[config.mk]
export PLATFORM = sky130hd
export DESIGN_NAME = wb_cmd_initiator_flat
export DESIGN_NICKNAME = d
export VERILOG_FILES = /design/src/rtl/wb_cmd_initiator_pkg.sv /design/src/rtl/wb_cmd_initiator_if.sv /design/src/rtl/wb_timeout_ctr.sv /design/src/rtl/wb_cmd_initiator.sv /design/src/flat_wrapper.sv
export SDC_FILE = /design/constraint.sdc
export NUM_CORES = 1
export LEC_CHECK = 0
export CORE_MARGIN = 2
export CORE_UTILIZATION = 30
export DETAILED_ROUTE_END_ITERATION = 12
export GPL_TIMING_DRIVEN = 0
export PLACE_DENSITY_LB_ADDON = 0.12
export SETUP_SLACK_MARGIN = 0.15
export SKIP_CTS_REPAIR_TIMING = 1
export SYNTH_ARGS = -nofsm -noshare
export SYNTH_HDL_FRONTEND = slang
export SYNTH_SLANG_ARGS = --single-unit
[constraint.sdc]
create_clock -name wb_clk_i -period 5.29 [get_ports wb_clk_i]
set_input_delay 0.529 -clock wb_clk_i [delete_from_list [all_inputs] [get_ports wb_clk_i]]
set_output_delay 0.529 -clock wb_clk_i [all_outputs]
set_load 0.005 [all_outputs]
[src/rtl/wb_cmd_initiator_pkg.sv]
// Shared types and constants for the Wishbone command initiator.
//   state_t      : command FSM states
//   ADDR_STRIDE  : byte increment between beats of a multi-beat command
//   UART_BASE    : top address byte of the UART slave window
//   EXMEM_BASE   : top address byte of the exmem BRAM slave window
package wb_cmd_pkg;

    typedef enum logic [1:0] {
        IDLE  = 2'd0,
        WDATA = 2'd1,
        BUS   = 2'd2,
        RESP  = 2'd3
    } state_t;

    localparam logic [31:0] ADDR_STRIDE = 32'd4;
    localparam logic [7:0]  UART_BASE   = 8'h30;
    localparam logic [7:0]  EXMEM_BASE  = 8'h38;

endpackage

[src/rtl/wb_cmd_initiator_if.sv]
// Wishbone classic-cycle bus between the command initiator and the slave fabric.
//   master : drives cyc/stb/we/sel/adr/dat_o, samples dat_i/ack
//   slave  : the opposite directions
interface wb_cmd_initiator_if;

    logic        wbm_cyc_o;
    logic        wbm_stb_o;
    logic        wbm_we_o;
    logic [3:0]  wbm_sel_o;
    logic [31:0] wbm_adr_o;
    logic [31:0] wbm_dat_o;
    logic [31:0] wbm_dat_i;
    logic        wbm_ack_i;

    modport master (
        output wbm_cyc_o, wbm_stb_o, wbm_we_o, wbm_sel_o, wbm_adr_o, wbm_dat_o,
        input  wbm_dat_i, wbm_ack_i
    );

    modport slave (
        input  wbm_cyc_o, wbm_stb_o, wbm_we_o, wbm_sel_o, wbm_adr_o, wbm_dat_o,
        output wbm_dat_i, wbm_ack_i
    );

endinterface

[src/rtl/wb_timeout_ctr.sv]
// Beat timeout counter: clear has priority, counts up while enabled and holds
// at the terminal value. expired is high when the count is TIMEOUT_CYCLES-1.
//   wb_clk_i, wb_rst_i : clock, async active-high reset
//   clr                : synchronous clear to 0
//   en                 : count enable
//   expired            : terminal count reached
module wb_timeout_ctr #(
    parameter int TIMEOUT_CYCLES = 16
) (
    input  logic wb_clk_i,
    input  logic wb_rst_i,
    input  logic clr,
    input  logic en,
    output logic expired
);

    localparam int CW = (TIMEOUT_CYCLES > 2) ? $clog2(TIMEOUT_CYCLES) : 1;
    localparam logic [CW-1:0] TC = CW'(TIMEOUT_CYCLES - 1);

    logic [CW-1:0] cnt;

    assign expired = (cnt == TC);

    always_ff @(posedge wb_clk_i or posedge wb_rst_i) begin
        if (wb_rst_i) begin
            cnt <= '0;
        end else if (clr) begin
            cnt <= '0;
        end else if (en && !expired) begin
            cnt <= cnt + 1'b1;
        end
    end

endmodule

[src/rtl/wb_cmd_initiator.sv]
// Wishbone classic-cycle master: turns queued read/write commands into one
// bus beat at a time and returns one response word per beat.
//   wb_clk_i, wb_rst_i          : clock, async active-high reset
//   cmd_*                       : command stream (we, adr, sel, len = beats-1)
//   wdata_valid/ready, wdata    : write-data word stream, one word per write beat
//   rsp_valid/ready, rsp_*      : per-beat response (data, err, last)
//   wbm                         : Wishbone master port
//   busy                        : high whenever a command is in progress
//
// state | meaning
// IDLE  | waiting for a command
// WDATA | waiting for the write word of the current beat
// BUS   | cyc/stb asserted, waiting for ack or timeout
// RESP  | response held until consumed
module wb_cmd_initiator
    import wb_cmd_pkg::*;
#(
    parameter int TIMEOUT_CYCLES = 16,
    parameter int LEN_W          = 8
) (
    input  logic                 wb_clk_i,
    input  logic                 wb_rst_i,
    input  logic                 cmd_valid,
    output logic                 cmd_ready,
    input  logic                 cmd_we,
    input  logic [31:0]          cmd_adr,
    input  logic [3:0]           cmd_sel,
    input  logic [LEN_W-1:0]     cmd_len,
    input  logic                 wdata_valid,
    output logic                 wdata_ready,
    input  logic [31:0]          wdata,
    output logic                 rsp_valid,
    input  logic                 rsp_ready,
    output logic [31:0]          rsp_data,
    output logic                 rsp_err,
    output logic                 rsp_last,
    wb_cmd_initiator_if.master   wbm,
    output logic                 busy
);

    state_t           state;
    logic [LEN_W-1:0] beats_left;
    logic             tmo_clr;
    logic             tmo_en;
    logic             tmo_expired;

    // cmd_ready is forced low while reset is held, even though state sits in IDLE.
    assign cmd_ready = (state == IDLE) && !wb_rst_i;
    assign busy      = (state != IDLE);

    assign tmo_clr = ((state == IDLE) && cmd_valid) ||
                     ((state == RESP) && rsp_ready && !rsp_last);
    assign tmo_en  = (state == BUS) && !wbm.wbm_ack_i;

    wb_timeout_ctr #(
        .TIMEOUT_CYCLES (TIMEOUT_CYCLES)
    ) u_tmo (
        .wb_clk_i (wb_clk_i),
        .wb_rst_i (wb_rst_i),
        .clr      (tmo_clr),
        .en       (tmo_en),
        .expired  (tmo_expired)
    );

    always_ff @(posedge wb_clk_i or posedge wb_rst_i) begin
        if (wb_rst_i) begin
            state         <= IDLE;
            beats_left    <= '0;
            wdata_ready   <= 1'b0;
            rsp_valid     <= 1'b0;
            rsp_data      <= '0;
            rsp_err       <= 1'b0;
            rsp_last      <= 1'b0;
            wbm.wbm_cyc_o <= 1'b0;
            wbm.wbm_stb_o <= 1'b0;
            wbm.wbm_we_o  <= 1'b0;
            wbm.wbm_sel_o <= '0;
            wbm.wbm_adr_o <= '0;
            wbm.wbm_dat_o <= '0;
        end else begin
            case (state)
                IDLE: begin
                    if (cmd_valid) begin
                        wbm.wbm_we_o  <= cmd_we;
                        wbm.wbm_adr_o <= cmd_adr & ~32'd3;
                        wbm.wbm_sel_o <= cmd_sel;
                        beats_left    <= cmd_len;
                        if (cmd_we) begin
                            wdata_ready <= 1'b1;
                            state       <= WDATA;
                        end else begin
                            wbm.wbm_dat_o <= '0;
                            wbm.wbm_cyc_o <= 1'b1;
                            wbm.wbm_stb_o <= 1'b1;
                            state         <= BUS;
                        end
                    end
                end

                WDATA: begin
                    if (wdata_valid) begin
                        wbm.wbm_dat_o <= wdata;
                        wdata_ready   <= 1'b0;
                        wbm.wbm_cyc_o <= 1'b1;
                        wbm.wbm_stb_o <= 1'b1;
                        state         <= BUS;
                    end
                end

                BUS: begin
                    // Ack is checked first so an ack in the expiry cycle wins.
                    if (wbm.wbm_ack_i) begin
                        wbm.wbm_cyc_o <= 1'b0;
                        wbm.wbm_stb_o <= 1'b0;
                        rsp_data      <= wbm.wbm_we_o ? 32'd0 : wbm.wbm_dat_i;
                        rsp_err       <= 1'b0;
                        rsp_last      <= (beats_left == '0);
                        rsp_valid     <= 1'b1;
                        state         <= RESP;
                    end else if (tmo_expired) begin
                        wbm.wbm_cyc_o <= 1'b0;
                        wbm.wbm_stb_o <= 1'b0;
                        rsp_data      <= '0;
                        rsp_err       <= 1'b1;
                        rsp_last      <= 1'b1;
                        rsp_valid     <= 1'b1;
                        state         <= RESP;
                    end
                end

                RESP: begin
                    if (rsp_ready) begin
                        rsp_valid <= 1'b0;
                        if (rsp_last) begin
                            state <= IDLE;
                        end else begin
                            beats_left    <= beats_left - 1'b1;
                            wbm.wbm_adr_o <= wbm.wbm_adr_o + ADDR_STRIDE;
                            if (wbm.wbm_we_o) begin
                                wdata_ready <= 1'b1;
                                state       <= WDATA;
                            end else begin
                                wbm.wbm_cyc_o <= 1'b1;
                                wbm.wbm_stb_o <= 1'b1;
                                state         <= BUS;
                            end
                        end
                    end
                end

                default: state <= IDLE;
            endcase
        end
    end

endmodule

[src/flat_wrapper.sv]
// flat-port wrapper written by rule: the top's interface ports become plain ports
module wb_cmd_initiator_flat import wb_cmd_pkg::*;
#(
    parameter int TIMEOUT_CYCLES = 16,
    parameter int LEN_W          = 8
)
  (wb_clk_i, wb_rst_i, cmd_valid, cmd_ready, cmd_we, cmd_adr, cmd_sel, cmd_len, wdata_valid, wdata_ready, wdata, rsp_valid, rsp_ready, rsp_data, rsp_err, rsp_last, busy, wbm_wbm_cyc_o, wbm_wbm_stb_o, wbm_wbm_we_o, wbm_wbm_sel_o, wbm_wbm_adr_o, wbm_wbm_dat_o, wbm_wbm_dat_i, wbm_wbm_ack_i);
  wb_cmd_initiator_if wbm_i ();
  input  logic wb_clk_i;
  input  logic wb_rst_i;
  input  logic cmd_valid;
  output logic cmd_ready;
  input  logic cmd_we;
  input  logic [31:0] cmd_adr;
  input  logic [3:0] cmd_sel;
  input  logic [LEN_W-1:0] cmd_len;
  input  logic wdata_valid;
  output logic wdata_ready;
  input  logic [31:0] wdata;
  output logic rsp_valid;
  input  logic rsp_ready;
  output logic [31:0] rsp_data;
  output logic rsp_err;
  output logic rsp_last;
  output logic busy;
  output wire logic [$bits(wbm_i.wbm_cyc_o)-1:0] wbm_wbm_cyc_o;
  output wire logic [$bits(wbm_i.wbm_stb_o)-1:0] wbm_wbm_stb_o;
  output wire logic [$bits(wbm_i.wbm_we_o)-1:0] wbm_wbm_we_o;
  output wire logic [$bits(wbm_i.wbm_sel_o)-1:0] wbm_wbm_sel_o;
  output wire logic [$bits(wbm_i.wbm_adr_o)-1:0] wbm_wbm_adr_o;
  output wire logic [$bits(wbm_i.wbm_dat_o)-1:0] wbm_wbm_dat_o;
  input wire logic [$bits(wbm_i.wbm_dat_i)-1:0] wbm_wbm_dat_i;
  input wire logic [$bits(wbm_i.wbm_ack_i)-1:0] wbm_wbm_ack_i;
  assign wbm_wbm_cyc_o = wbm_i.wbm_cyc_o;
  assign wbm_wbm_stb_o = wbm_i.wbm_stb_o;
  assign wbm_wbm_we_o = wbm_i.wbm_we_o;
  assign wbm_wbm_sel_o = wbm_i.wbm_sel_o;
  assign wbm_wbm_adr_o = wbm_i.wbm_adr_o;
  assign wbm_wbm_dat_o = wbm_i.wbm_dat_o;
  assign wbm_i.wbm_dat_i = wbm_wbm_dat_i;
  assign wbm_i.wbm_ack_i = wbm_wbm_ack_i;
  wb_cmd_initiator #(.TIMEOUT_CYCLES(TIMEOUT_CYCLES), .LEN_W(LEN_W)) u_core (.wb_clk_i(wb_clk_i), .wb_rst_i(wb_rst_i), .cmd_valid(cmd_valid), .cmd_ready(cmd_ready), .cmd_we(cmd_we), .cmd_adr(cmd_adr), .cmd_sel(cmd_sel), .cmd_len(cmd_len), .wdata_valid(wdata_valid), .wdata_ready(wdata_ready), .wdata(wdata), .rsp_valid(rsp_valid), .rsp_ready(rsp_ready), .rsp_data(rsp_data), .rsp_err(rsp_err), .rsp_last(rsp_last), .wbm(wbm_i), .busy(busy));
endmodule
==> results of run 1 <==
[synthesized netlist by cell type (7+ instances only)]
| library cell | count | share of area (%) |
|---|---|---|
| buf_2 | 24 | 2.0 |
| o21ai_1 | 8 | 0.67 |
| dfrtp_1 | 118 | 49 |
| inv_1 | 7 | 0.44 |
| nand4_1 | 16 | 1.7 |
| o21ai_0 | 49 | 4.1 |
| nand3_1 | 58 | 4.8 |
| and3_1 | 18 | 1.9 |
| nor3_1 | 11 | 0.92 |
| nand2_1 | 168 | 11 |
| clkbuf_1 | 20 | 1.3 |
| a31oi_1 | 10 | 1.0 |
| a211oi_1 | 9 | 1.1 |
| nor2_1 | 40 | 2.5 |
| a21oi_1 | 31 | 2.6 |
[power by group]
part | total, µW | switching (µW) | internal (µW)
Clock | 1200 | 419 | 785
Combinational | 2290 | 1180 | 1110
Sequential | 1620 | 347 | 1270
Total | 5120 | 1940 | 3170
[layer usage]
| layer | share of wire, % | vias to the layer above | global-route usage, % |
|---|---|---|---|
| met1 | 47 | 2900 | 28.02 |
| met3 | 6.6 | 21 | 5.189 |
| met5 | 0.062 | - | 0 |
| met2 | 45 | 231 | 29.67 |
| met4 | 1.0 | 2 | 5.833 |
| li1 | - | 2941 | - |
[worst paths after layout]
check	endpoint	slack, ps
min in group asynchronous	u_core.wbm.wbm_dat_o[7]	540
hold reg to reg	u_core.rsp_data[4]	470
hold / removal	u_core.rsp_data[4]	470
setup / recovery	cmd_ready	2730
max in group asynchronous	u_core.wbm.wbm_adr_o[8]	4000
setup reg to reg	u_core.wbm.wbm_adr_o[16]	3070
[registers in the layout, summed over array words and instances (netlist names)]
signal                flops
u_core.wbm.wbm_cyc_o      1
u_core.u_tmo.cnt          4
u_core.state              2
u_core.wbm.wbm_we_o       1
u_core.wbm.wbm_adr_o     30
u_core.rsp_err            1
u_core.wbm.wbm_sel_o      4
u_core.wbm.wbm_dat_o     32
u_core.rsp_valid          1
u_core.rsp_data          32
u_core.beats_left         8
u_core.wdata_ready        1
u_core.rsp_last           1
[per-stage QoR]
stage               utilization [%]  setup slack, ps  std cells  hold slack, ps  area, µm²
CTS                           46.91             2705       1214           467.6       9159
finish                        46.91             2726       1214           465.3       9159
detailed placement            43.79             2700       1183           455.0       8551
global route                  46.91             2642       1214           482.1       9159
floorplan                         -             1632        698           462.8       5995
global placement              43.62           -615.0       1182           449.8       8518
[critical path: cells and delay by family (launching register included)]
kind          cells  cell delay [ps]
buf+inv           2              710
flops             1              460
simple gates      2              450
[area by class of cell]
class / instances / area [µm²]
Tap cell: 265 / 331.6
Clock buffer: 22 / 484.2
Inverter: 7 / 31.28
Sequential cell: 118 / 2953
Fill cell: 1953 / 10370
Multi-Input combinational cell: 519 / 2749
Clock inverter: 9 / 123.9
Buffer: 54 / 266.5
Timing Repair Buffer: 220 / 2220
[logic make-up (layout without fill, tap and decap cells)]
kind of cell,count (synthesis),in the layout,synth area share [%]
flops,118,118,49.29
other cells,1,2,0.06260
xor+xnor,3,3,0.4387
buf+inv,61,312,4.887
simple gates,357,357,28.51
mux,2,2,0.3342
fa+ha+maj,4,4,0.8355
compound gates,151,151,15.64
[cells in the final DEF (no fill, tap or decap), drive strengths merged, types with 7 or more instances in the layout]
master         count
and4               7
clkbuf            43
dfrtp            118
nand4             17
a211oi            11
buf               34
clkdlybuf4s50    219
nor2              42
nor3              12
nand2            170
a31oi             10
a21oi             31
o21ai             57
nand3             58
and3              19
inv                7
==> metrics.cfg, run 1 <==
[status]
status=completed

[power]
power.density_mw_per_mm2=558.7
ir_drop_mv=0.2498
leakage_uw=0.003887
power_uw=5117

[setup_path]
worstPathMaxFanout=10
rr_worst_depth=5
cp_slowest_cell=clkdlybuf4s50_1
critPathArrivalTime_ps=2030
r2r-start=u_core.wbm.wbm_adr_o[2]
worstSetupPathType=flip-flop to output port
crit_required_ps=4760
critPathCaptureType=output port
slowest_delay_ps=500
cp-start-kind=flip-flop
critPathLaunch=u_core.state[0]
crit_chain=buf_4, or2_2, nor2_1, clkdlybuf4s50_1

[synthesis]
synth_edf_count=0
async_reset_ff_share_pct=100.0
synth_flop_cell=dfrtp_1
synth.cell_area_mm2=0.005991
syn_inst=697
yosysSeqAreaShare_pct=49.29
synth_area_per_cell_um2=8.595
synth_cell_types=64
ys_ff_latch=118
yosys_warnings=0

[floorplanning]
die_y_um=145.3
die_w_um=145.3
die_area_mm2=0.02112
core_area_mm2=0.01953
placement_rows=51
num_io_pins=224
start_util_pct=30.68

[detailed_routing]
finalWirelength_um=20880
drc=0
post_drt_wl_per_cell_um=17.20
vias_per_cell=5.021
firstDrtPassIters=5
drt_iter0_drc=408
ant_nets=0
via_count=6095

[clock_tree]
cts_tree=done
clkLatencyLatePin_ps=420
cts-buffers-inserted=17
htreeDepth=4
ctsLongestPathBuffers=2
cts_root_buf=clkbuf_16
cts.sinks=118
clk_pin_slew_worst_paths_ps=50

[sta]
rsz0062_at_grt=false
fmax_mhz=390.1
tns_ps=0
finalHoldViolations=0
timing_worst_slew_pin_value_ps=840.4
finalMaxSlewViolations=0
finalCritPeriodShare_pct=48.46
fin_crit_ps=2564
clock_skew_ps=9.046
finalSetupViolations=0
relSlewSlack_pct=43.46

[placed_design]
io_buffer_count=219
hpwl_um=14880
gp_congestion=0.7827

[cells_and_area]
nets=1056
synthToLayoutAreaGrowth_pct=52.88
drive_above_1_share_pct=8.641
insertedDiodeCount=0

[hold_path]
hp-class=flip-flop to flip-flop
min-delay-start=u_core.rsp_data[4]
hold_depth=2

[global_route]
antenna_found_initial=1
grt_pass1_wl_um=33220
grt_use_total_pct=19.76
grt_overflow=0
grt_max_degree=78
grt_pass1_vias=5806

[job]
drv_cap=0

No activity file was read; power rests on OpenSTA's default activity.
==> run 2: changes to the inputs <==
==> constraint.sdc (replaced) <==
create_clock -name wb_clk_i -period 2.3 [get_ports wb_clk_i]
set_input_delay 0.23 -clock wb_clk_i [delete_from_list [all_inputs] [get_ports wb_clk_i]]
set_output_delay 0.23 -clock wb_clk_i [all_outputs]
set_load 0.005 [all_outputs]
==> run 2 against run 1 <==
Effect of this change:
- clock skew shrank 1.2 ps
- non-clock buffer count grew 4
- critical endpoint is now u_core.wbm.wbm_adr_o[16]
- global-route usage rose by 0.19 points
- flip-flop and latch count did not move
- die area did not move
- wire length is 0.57% lower
- worst hold slack worse by 170 ps
- largest cell class unchanged
==> metrics.cfg, run 2 (same netlist as run 1, synthesis figures left out) <==
[status]
status=completed

[placed_design]
hpwl_um=15090  ; +1.4%
io_buffer_count=219  ; unchanged
gp_congestion=0.7995  ; +2.1%

[global_route]
met1_usage_pct=27.70  ; -0.32 points
grt_pass1_wl_um=33580  ; +1.1%
antenna_found_initial=1  ; unchanged
gr-usage-met2_pct=30.85  ; +1.2 points
grt_pass1_vias=5916  ; +1.9%
met3_usage_pct=4.906  ; -0.28 points
grt_max_degree=36  ; -54%
grt_use_total_pct=19.95  ; +0.19 points
grt_overflow=0  ; unchanged
gr-max-usage-layer=met2

[floorplanning]
num_io_pins=224  ; unchanged
die_area_mm2=0.02112  ; unchanged
die_w_um=145.3  ; unchanged
die_y_um=145.3  ; unchanged
start_util_pct=30.68  ; unchanged
core_area_mm2=0.01953  ; unchanged
placement_rows=51  ; unchanged

[detailed_routing]
drt_iter0_drc=320  ; -22%
via_count=6114  ; +0.31%
drc=0  ; unchanged
post_drt_wl_per_cell_um=17.03  ; -0.98%
finalWirelength_um=20760  ; -0.57%
firstDrtPassIters=5  ; unchanged
ant_nets=0  ; unchanged
vias_per_cell=5.016  ; about the same

[clock_tree]
clk_pin_slew_worst_paths_ps=60  ; about the same
htreeDepth=4  ; unchanged
cts_tree=done
cts.sinks=118  ; unchanged
cts-buffers-inserted=17  ; unchanged
ctsLongestPathBuffers=2  ; unchanged
cts_root_buf=clkbuf_16
clkLatencyLatePin_ps=410  ; about the same

[setup_path]
cp_slowest_cell=nor4_2
slowest_delay_ps=570  ; +70 ps
worstPathMaxFanout=6  ; -4
critPathArrivalTime_ps=2300  ; +270 ps
worstSetupPathType=flip-flop to flip-flop
crit_required_ps=2620  ; -2140 ps
cp-start-kind=flip-flop
crit_chain=ha_1, nand3_1, nor4_2, a311oi_1, a211oi_1
critPathCaptureType=flip-flop

[sta]
finalCritPeriodShare_pct=86.11
timing_worst_slew_pin_value_ps=712.7  ; -127.7 ps
fmax_mhz=504.9
finalSetupViolations=0  ; unchanged
clock_skew_ps=7.797  ; -1.250 ps
rsz0062_at_grt=false
finalHoldViolations=0  ; unchanged
fin_crit_ps=1981
relSlewSlack_pct=52.12  ; +8.7 points
tns_ps=0  ; unchanged
finalMaxSlewViolations=0  ; unchanged

[power]
ir_drop_mv=0.5875  ; +140%
p_int_uw=7219  ; +130%
pwr-share-comb_pct=45.4  ; +0.6 points
seq_power_share_pct=31.8  ; about the same
leakage_uw=0.003901  ; +0.37%
power.density_mw_per_mm2=1271  ; +130%
swShare_pct=38.27  ; +0.28 points
clkPwrFrac_pct=22.8  ; -0.7 points
power_uw=11690  ; +130%
p_sw_uw=4476  ; +130%

[hold_path]
hp-class=primary input to async pin

[cells_and_area]
synthToLayoutAreaGrowth_pct=53.57
insertedDiodeCount=0  ; unchanged
layout_common_cells=clkdlybuf4s50_1 (218), nand2_1 (168), dfrtp_1 (117), nand3_1 (58), o21ai_0 (49)
nets=1060  ; +0.38%
reg_top3=u_core.rsp_data x32, u_core.wbm.wbm_dat_o x32, u_core.wbm.wbm_adr_o x30
drive_above_1_share_pct=9.434  ; +0.79 points
final_common_cell=clkdlybuf4s50_1

[job]
drv_cap=0  ; unchanged

==> run 2: cell count changes in the layout (fill, tap and decap cells not counted), moves of 2 or more <==
| cell | change |
|---|---|
| clkbuf_8 | -4 |
| buf_4 | +2 |
| buf_12 | +3 |
| clkinvlp_4 | +5 |
==> run 2: area by class of cell <==
| cell class | count | area (µm²) |
|---|---|---|
| buffer | 54 | 266.5 |
| fill | 1966 | 10330 |
| multi-input combinational | 519 | 2760 |
| sequential | 118 | 2954 |
| tap | 265 | 331.6 |
| inverter | 7 | 30.03 |
| timing repair buffer | 224 | 2270 |
| clock buffer | 18 | 429.2 |
| clock inverter | 14 | 158.9 |
==> run 2: path summary, 6_finish.rpt <==
kind / from / cells past startpoint / slack [ps] / to
worst max-delay path: u_core.wbm.wbm_adr_o[2] / 5 / 320 / u_core.wbm.wbm_adr_o[16]
worst min-delay path: wb_rst_i / 2 / 300 / u_core.wbm.wbm_dat_o[6]
worst max register to register: u_core.wbm.wbm_adr_o[2] / 5 / 320 / u_core.wbm.wbm_adr_o[16]
worst min register to register: u_core.rsp_data[8] / 2 / 460 / u_core.rsp_data[8]
max in group asynchronous: wb_rst_i / 4 / 1150 / u_core.beats_left[3]
min in group wb_clk_i: cmd_sel[1] / 3 / 350 / u_core.wbm.wbm_sel_o[1]
==> run 2: power groups by stage <==
stage / registers [µW] / logic (µW) / clock network [µW]
6_report: 3720 / 5310 / 2660
5_1_grt: 3870 / 5870 / 2830
4_1_cts: 3730 / 5310 / 2740
3_5_place_dp: 3750 / 5300 / 0
3_3_place_gp: 3730 / 5260 / 0
2_1_floorplan: 3650 / 2570 / 0
==> run 2: critical path: cells and delay by family, from the launching register on <==
kind	cells	cell delay, ps
fa+ha+maj	1	250
flops	1	460
simple gates	2	750
compound gates	2	420
==> run 2: per-layer routing <==
layer  routed length, µm  part of all wire, %  vias up
li1                    -                    -     2959
met1                9522                   46     2876
met2                9436                   45      252
met3                1496                  7.2       25
met4                 287                  1.4        2
met5                  13                0.063        -
==> run 2: stage by stage <==
stage | hold WS, ps | cells | util, % | instance area [µm²] | setup WS [ps]
detailed placement | 454.4 | 1185 | 43.95 | 8582 | 70.04
global placement | 450.2 | 1182 | 43.64 | 8522 | -769.4
CTS | 284.3 | 1217 | 46.96 | 9170 | 18.42
global route | 348.3 | 1219 | 47.12 | 9200 | 161.1
floorplan | 314.7 | 698 | - | 5998 | 598.9
finish | 296.6 | 1219 | 47.12 | 9200 | 319.4
==> run 3: changes to the inputs <==
--- a/config.mk
+++ b/config.mk
@@ -8,6 +8,7 @@
 export CORE_MARGIN = 2
 export CORE_UTILIZATION = 30
 export DETAILED_ROUTE_END_ITERATION = 12
+export GPL_ROUTABILITY_DRIVEN = 0
 export GPL_TIMING_DRIVEN = 0
 export PLACE_DENSITY_LB_ADDON = 0.12
 export SETUP_SLACK_MARGIN = 0.15
==> results of run 3 <==
The final DEF is identical to that of run 2; final timing and power are the same.
